<file path="src/rtl/uart_rx_frame.sv">
// UART receiver: oversampled start/data/parity/stop frame decoder.
// Majority-votes three mid-bit samples and strobes data or an error flag.
module uart_rx_frame #(
    parameter int DATA_WIDTH = 8,
    parameter int PRESCALE   = 8
) (
    input  logic                  CLK,
    input  logic                  RST,
    input  logic                  RX_IN,
    input  logic                  PAR_EN,
    input  logic                  PAR_TYP,
    output logic [DATA_WIDTH-1:0] P_DATA,
    output logic                  Data_Valid,
    output logic                  Par_Err,
    output logic                  Stp_Err
);

    typedef enum logic [2:0] {
        IDLE,
        START,
        DATA,
        PARITY,
        STOP
    } state_t;

    localparam int EW = (PRESCALE > 2) ? $clog2(PRESCALE) : 1;
    localparam int BW = $clog2(DATA_WIDTH + 3);

    localparam logic [EW-1:0] SMP0 = EW'(PRESCALE / 2 - 1);
    localparam logic [EW-1:0] SMP1 = EW'(PRESCALE / 2);
    localparam logic [EW-1:0] SMP2 = EW'(PRESCALE / 2 + 1);
    localparam logic [EW-1:0] LAST = EW'(PRESCALE - 1);
    localparam logic [BW-1:0] DLST = BW'(DATA_WIDTH);

    state_t                  state_q;
    logic [EW-1:0]           edge_cnt_q;
    logic [EW-1:0]           edge_cnt_d;
    logic [BW-1:0]           bit_cnt_q;
    logic [BW-1:0]           bit_cnt_d;
    logic                    smp0_q;
    logic                    smp1_q;
    logic [DATA_WIDTH-1:0]   shift_q;
    logic                    par_en_q;
    logic                    par_typ_q;
    logic                    par_bad_q;
    logic                    stop_bad_q;
    logic                    done_q;

    logic                    wrap;
    logic                    decide;
    logic                    bit_val;

    // Bit timing and majority vote of the three mid-bit samples
    always_comb begin
        wrap       = (edge_cnt_q == LAST);
        decide     = (edge_cnt_q == SMP2);
        bit_val    = (smp0_q & smp1_q) | (smp0_q & RX_IN) | (smp1_q & RX_IN);
        edge_cnt_d = wrap ? '0 : edge_cnt_q + 1'b1;
        bit_cnt_d  = wrap ? bit_cnt_q + 1'b1 : bit_cnt_q;
    end

    // Frame FSM: counters, sampling, shift register and error capture
    always_ff @(posedge CLK or negedge RST) begin
        if (!RST) begin
            state_q    <= IDLE;
            edge_cnt_q <= '0;
            bit_cnt_q  <= '0;
            smp0_q     <= 1'b1;
            smp1_q     <= 1'b1;
            shift_q    <= '0;
            par_en_q   <= 1'b0;
            par_typ_q  <= 1'b0;
            par_bad_q  <= 1'b0;
            stop_bad_q <= 1'b0;
            done_q     <= 1'b0;
        end else begin
            done_q <= 1'b0;
            if (edge_cnt_q == SMP0) smp0_q <= RX_IN;
            if (edge_cnt_q == SMP1) smp1_q <= RX_IN;
            if (state_q != IDLE) begin
                edge_cnt_q <= edge_cnt_d;
                bit_cnt_q  <= bit_cnt_d;
            end
            unique case (state_q)
                IDLE: begin
                    if (!RX_IN) begin
                        state_q    <= START;
                        edge_cnt_q <= EW'(1);
                        bit_cnt_q  <= '0;
                        par_en_q   <= PAR_EN;
                        par_typ_q  <= PAR_TYP;
                        par_bad_q  <= 1'b0;
                    end
                end
                START: begin
                    if (decide && bit_val) begin
                        state_q    <= IDLE;
                        edge_cnt_q <= '0;
                        bit_cnt_q  <= '0;
                    end else if (wrap) begin
                        state_q <= DATA;
                    end
                end
                DATA: begin
                    if (decide) shift_q <= {bit_val, shift_q[DATA_WIDTH-1:1]};
                    if (wrap && bit_cnt_q == DLST)
                        state_q <= par_en_q ? PARITY : STOP;
                end
                PARITY: begin
                    if (decide)
                        par_bad_q <= ((^shift_q) ^ par_typ_q) != bit_val;
                    if (wrap) state_q <= STOP;
                end
                STOP: begin
                    if (decide) begin
                        state_q    <= IDLE;
                        edge_cnt_q <= '0;
                        bit_cnt_q  <= '0;
                        done_q     <= 1'b1;
                        stop_bad_q <= ~bit_val;
                    end
                end
                default: begin
                    state_q    <= IDLE;
                    edge_cnt_q <= '0;
                    bit_cnt_q  <= '0;
                end
            endcase
        end
    end

    // Registered strobes one cycle after the stop decision; stop error wins
    always_ff @(posedge CLK or negedge RST) begin
        if (!RST) begin
            P_DATA     <= '0;
            Data_Valid <= 1'b0;
            Par_Err    <= 1'b0;
            Stp_Err    <= 1'b0;
        end else begin
            Data_Valid <= 1'b0;
            Par_Err    <= 1'b0;
            Stp_Err    <= 1'b0;
            if (done_q) begin
                if (stop_bad_q) begin
                    Stp_Err <= 1'b1;
                end else if (par_bad_q) begin
                    Par_Err <= 1'b1;
                end else begin
                    Data_Valid <= 1'b1;
                    P_DATA     <= shift_q;
                end
            end
        end
    end

endmodule

</file>
<file path="config.mk">
export PLATFORM = sky130hd
export DESIGN_NAME = uart_rx_frame
export DESIGN_NICKNAME = d
export VERILOG_FILES = /design/src/rtl/uart_rx_frame.sv
export SDC_FILE = /design/constraint.sdc
export NUM_CORES = 1
export LEC_CHECK = 0
export ABC_AREA = 1
export CAP_MARGIN = 20
export CORE_MARGIN = 8
export CORE_UTILIZATION = 45
export CTS_CLUSTER_DIAMETER = 120
export DETAILED_ROUTE_END_ITERATION = 16
export PLACE_DENSITY = 0.75
export SYNTH_ARGS = -nofsm -noshare
export SYNTH_HDL_FRONTEND = slang
export SYNTH_SLANG_ARGS = --single-unit
</file>
<file path="constraint.sdc">
create_clock -name CLK -period 2.8 [get_ports CLK]
set_input_delay 0.42 -clock CLK [delete_from_list [all_inputs] [get_ports CLK]]
set_output_delay 0.42 -clock CLK [all_outputs]
set_load 0.03 [all_outputs]
</file>
Yosys cells after proc, flatten, opt, wreduce, memory -nomap -nowiden:

Cells that the tools add are included.

* register bits after elaboration: 36
* bits of input ports: 5
* logic and storage cells: 89
* output and inout bits: 11

* bitwise logic cells: 10
* add/subtract/negate cells: 2
* eq/ne operators: 16
* muxes and demuxes: 33
* reduce and logical (&&, ||, !) cells: 13

Operator list (number)
* 2-to-1 mux 3 bit: 12
* 2-to-1 mux 4 bit: 5
* case mux 4 bit (4 select lines): 1
* case mux 3 bit (5 select lines): 1
* == test 3 bit (second input constant): 4
* 2-to-1 mux 1 bit: 12
* case mux 3 bit (4 select lines): 1
* != test 2 bit (second input constant): 5
* == test 3 x 2 -> 1 bit (second input constant): 3
* XOR reduction 8 bit: 1
* AND reduction 2 bit: 3
* AND reduction 3 bit: 2
* AND reduction 5 bit: 1
* adder 4 x 1 -> 4 bit (second input constant): 1
* == test 4 bit (second input constant): 1
* inverter 1 bit: 4
* adder 3 x 1 -> 3 bit (second input constant): 1
* bitwise AND 1 bit: 3
* == test 3 x 1 -> 1 bit (second input constant): 1
* zero test 3 bit: 1
* != test 3 bit (second input constant): 1
* nonzero test 3 bit: 1
* logical AND 1 bit: 2
* bitwise OR 1 bit: 2
* other kinds (5): 5

Depth between registers and ports, before layout:

* depth after elaboration: 6
* mapped depth: 11
* depth with buffers taken out: 11

Worst setup path before layout:

OpenSTA, ideal clock, no wires.

* path kind: register -> register
* from: register edge_cnt_q[0]
* to: register state_q[1]
* period minus slack after synthesis: 1.378 ns
* path slack: 1.422 ns
* required time: 2.679 ns
* arrival: 1.257 ns
* cell stages (with the launch flop): 9
* setup time: 0.121 ns
* path buffers: 0
* path through: dfrtp_1 ha_1 ha_1 inv_1 o21ai_1 nand3_2 a21oi_4 nand2_1 o21ai_1

* word-level cells in the longest chain between the ends: 4
* elaborated cells on any way between the ends: 11
* those cells by class: eq/ne: 6; mux: 2; reduce/logical: 3

Ends and longest elaborated chain
* from (decl): line 36 `logic [EW-1:0] edge_cnt_q;`
* from (signal assigned): line 81 `edge_cnt_q <= edge_cnt_d;`
* == test 3 bit, on equally long branches: line 56, 55
* logical AND 1 bit, on equally long branches: line 96, 106
* != test 3 bit (no line) (tied with other cells)
* AND reduction 5 bit (no line) / case mux 3 bit (5 select lines) (equally long branches)
* to (signal assigned): line 107 `state_q <= par_en_q ? PARITY : STOP;`
* to (decl): line 35 `state_t state_q;`

Several ways; a longest one is shown, not always the timed one.
A chain may end at the register's enable or synchronous reset.

Final worst setup path:

* from: register P_DATA[7]
* to: output port P_DATA[7]

RTL lines
* from (decl): line 12 `output logic [DATA_WIDTH-1:0] P_DATA,`
* from (signal assigned): line 150 `P_DATA <= shift_q;`

No word-level cell between the ends.

==> out/metrics.yaml <==
run_status:
  outcome: "finished clean"
cts:
  numCtsBuffers: 5
  cts_hold_buffers: 0
  clockBufferDepth: 2
  insertion_delay_ps: 290
  clk_pin_slew_ps: 70
  cts_resized: 0
  clkSinkCount: 36
  post_cts_buffers: 0
  htree_levels: 2
  cts_tree: "done"
  cts-root-buf: "clkbuf_8"
synth:
  avgSynthCellArea_um2: 8.38
  ys_seq_area_share_pct: 46.7
  syn_area_um2: 1940
  synth-seq-cells: 36
  synthFlopType: "dfrtp_1"
  yosysWarnings: 0
  ys_types: 29
  synth.top_cell.area_share_pct: 44.0
  syn_inst: 231
  synth_enable_flop_cells: 0
  synthArstFlopShare_pct: 100
  netlist_top_cells_area: "dfrtp_1 44%, nand2_1 14%, inv_1 6.2%"
  synth_top_area_cell: "dfrtp_1"
  syn_nets: 244
setup_path:
  r2r-start: "edge_cnt_q[0]"
  critical_path_class: "reg2out"
  critical-path-slowest-cell: "clkdlybuf4s50_1"
  endpoint_kind: "output pin"
  crit_start: "P_DATA[7]"
  setup.worst_path.start_class: "flop"
  cp.arrival_ps: 1320
  reg2reg_depth: 8
  cp_cell_sequence: "clkdlybuf4s50_1"
  rr_endpoint: "state_q[1]"
  critical_path.top_delay_family: "buffers and inverters"
  critPathMaxStageDelay_ps: 670
  crit_buf_inv: 1
  cp.required_ps: 2380
  r2r_slack_ps: 1250
  cp_max_fo: 2
sta:
  maxSlewViolCount: 0
  tns_ps: 0
  max_freq_mhz: 575
  fin_skew_ps: 4.18
  finalCritPeriodShare_pct: 62.1
  setup_violations: 0
  worstMarginPinSlew_ps: 431
  relSlewSlack_pct: 71.0
  hold_viol_final: 0
  period_needed_ps: 1740
  grt_setup_unrepaired: "false"
layout:
  nets: 265
  num_antenna_cells: 0
  drive_gt1_share_pct: 15.4
  area_growth_pct: 16.5
grt:
  use_met2_pct: 19.5
  grt_pass1_vias: 1376
  track_usage_pct: 11.5
  grt_pass1_wl_mm: 5.97
  grt_util_met1_pct: 12.7
  antenna_found_initial: 0
  grt.busiest_layer: "met2"
  grt_max_degree: 37
  grt_use_met3_pct: 3.61
  overflow: 0
floorplanning:
  die_y_um: 81.6
  die_w_um: 81.6
  start_util_pct: 45.7
  dieArea_um2: 6660
  core_um2: 4230
  rows: 24
  io-pin-count: 16
route:
  drt_iter0_markers: 61
  vias: 1466
  drc_errors: 0
  drt_wl_total_mm: 3.38
  wl_per_cell_um: 11.1
  ant_nets: 0
  drt-pass1-iter-count: 4
  viasPerCell: 4.81
hold_path:
  min_path_cells: 2
  hold_end: "Stp_Err"
  min_path_type: "reg2reg"
  holdCritStartpoint: "done_q"
power_and_ir_drop:
  total_power_uw: 1780
  ir_worst_vdd_uv: 598
  leakage_uw: 0.00111
  powerDensity_nw_per_um2: 789
job:
  max_cap_violations: 0
placed_design:
  gp_congestion: 0.884
  dp_hpwl_mm: 2.53
  port_buffers: 15
[per-layer routing]
layer  vias to the layer above  part of all wire (%)
met1                       661                    45
met5                         -                     0
met3                        10                   6.5
met2                        32                    45
met4                         0                   2.9
li1                        763                     -
[per-stage QoR]
stage          instances  utilization [%]  cell area [um^2]  worst slack (ps)  hold slack, ps
2_1_floorplan        231                -              1940              1420             124
3_3_place_gp         297             50.6              2140               975             451
3_5_place_dp         297             50.6              2140               930             452
4_1_cts              305             53.3              2250              1040             470
5_1_grt              305             53.3              2250              1020             492
6_report             305             53.3              2250              1060             469
[cells in the final DEF, fill, tap and decap left out, drive strengths merged]
master	count
nand2	77
inv	36
dfrtp	34
o21ai	28
clkdlybuf4s50	15
nor2	12
nand3	12
ha	8
a21oi	7
clkbuf	5
xor2	3
nor3	3
nand3b	2
dfstp	2
nand4	1
o22ai	1
nor4	1
a31oi	1
mux2	1
bufinv	1
clkinvlp	1
clkinv	1
buf	1
[cells by family (layout without fill, tap and decap cells)]
family | count (synthesis) | count (layout) | share of synthesized area, %
and+or+nand+nor | 108 | 108 | 26.3
xor gates and xnor gates | 3 | 3 | 1.36
DFF | 36 | 36 | 46.7
muxes | 1 | 1 | 0.775
buffers and inverters | 38 | 60 | 7.89
AOI/OAI and AO/OA | 37 | 37 | 11.8
adders and majority gates | 8 | 8 | 5.17
[cell type report]
type                       count  area (um^2)
fill                         395         1980
sequential                    36          903
timing repair buffer          16          158
clock buffer                   5         68.8
tap                           52         65.1
inverter                      36          138
multi-input combinational    157          880
clock inverter                 3         42.5
[worst max-delay path by stage]
stage | end | slack [ps] | cells past startpoint
4_1_cts | P_DATA[7] | 1040 | 1
3_3_place_gp | bit_cnt_q[1] | 980 | 10
2_1_floorplan | state_q[1] | 1420 | 8
6_report | P_DATA[7] | 1060 | 1
5_1_grt | P_DATA[6] | 1020 | 1
3_5_place_dp | bit_cnt_q[1] | 930 | 10
[cell usage after synthesis (2+ instances only)]
library cell	number
nor3_2	2
nand2_4	3
nand3_2	3
nand3_1	9
dfstp_2	2
ha_1	8
nand2_2	4
o21ai_0	15
nand3b_1	2
a21oi_1	6
nand2_1	70
xor2_1	3
inv_2	3
inv_1	32
o21ai_2	8
o21ai_1	5
nor2_1	10
nor2_4	2
dfrtp_1	34
[where the power goes]
| group | switching, uW | internal [uW] | total, uW |
|---|---|---|---|
| clock network | 192 | 263 | 455 |
| registers | 82.2 | 616 | 698 |
| logic | 402 | 223 | 625 |
[flip-flops by register name (all words and copies together), names as in the netlist, 3 cells and up]
name / flops
edge_cnt_q: 3
bit_cnt_q: 4
state_q: 3
shift_q: 8
P_DATA: 8
Power figures use the tool's default switching activity.
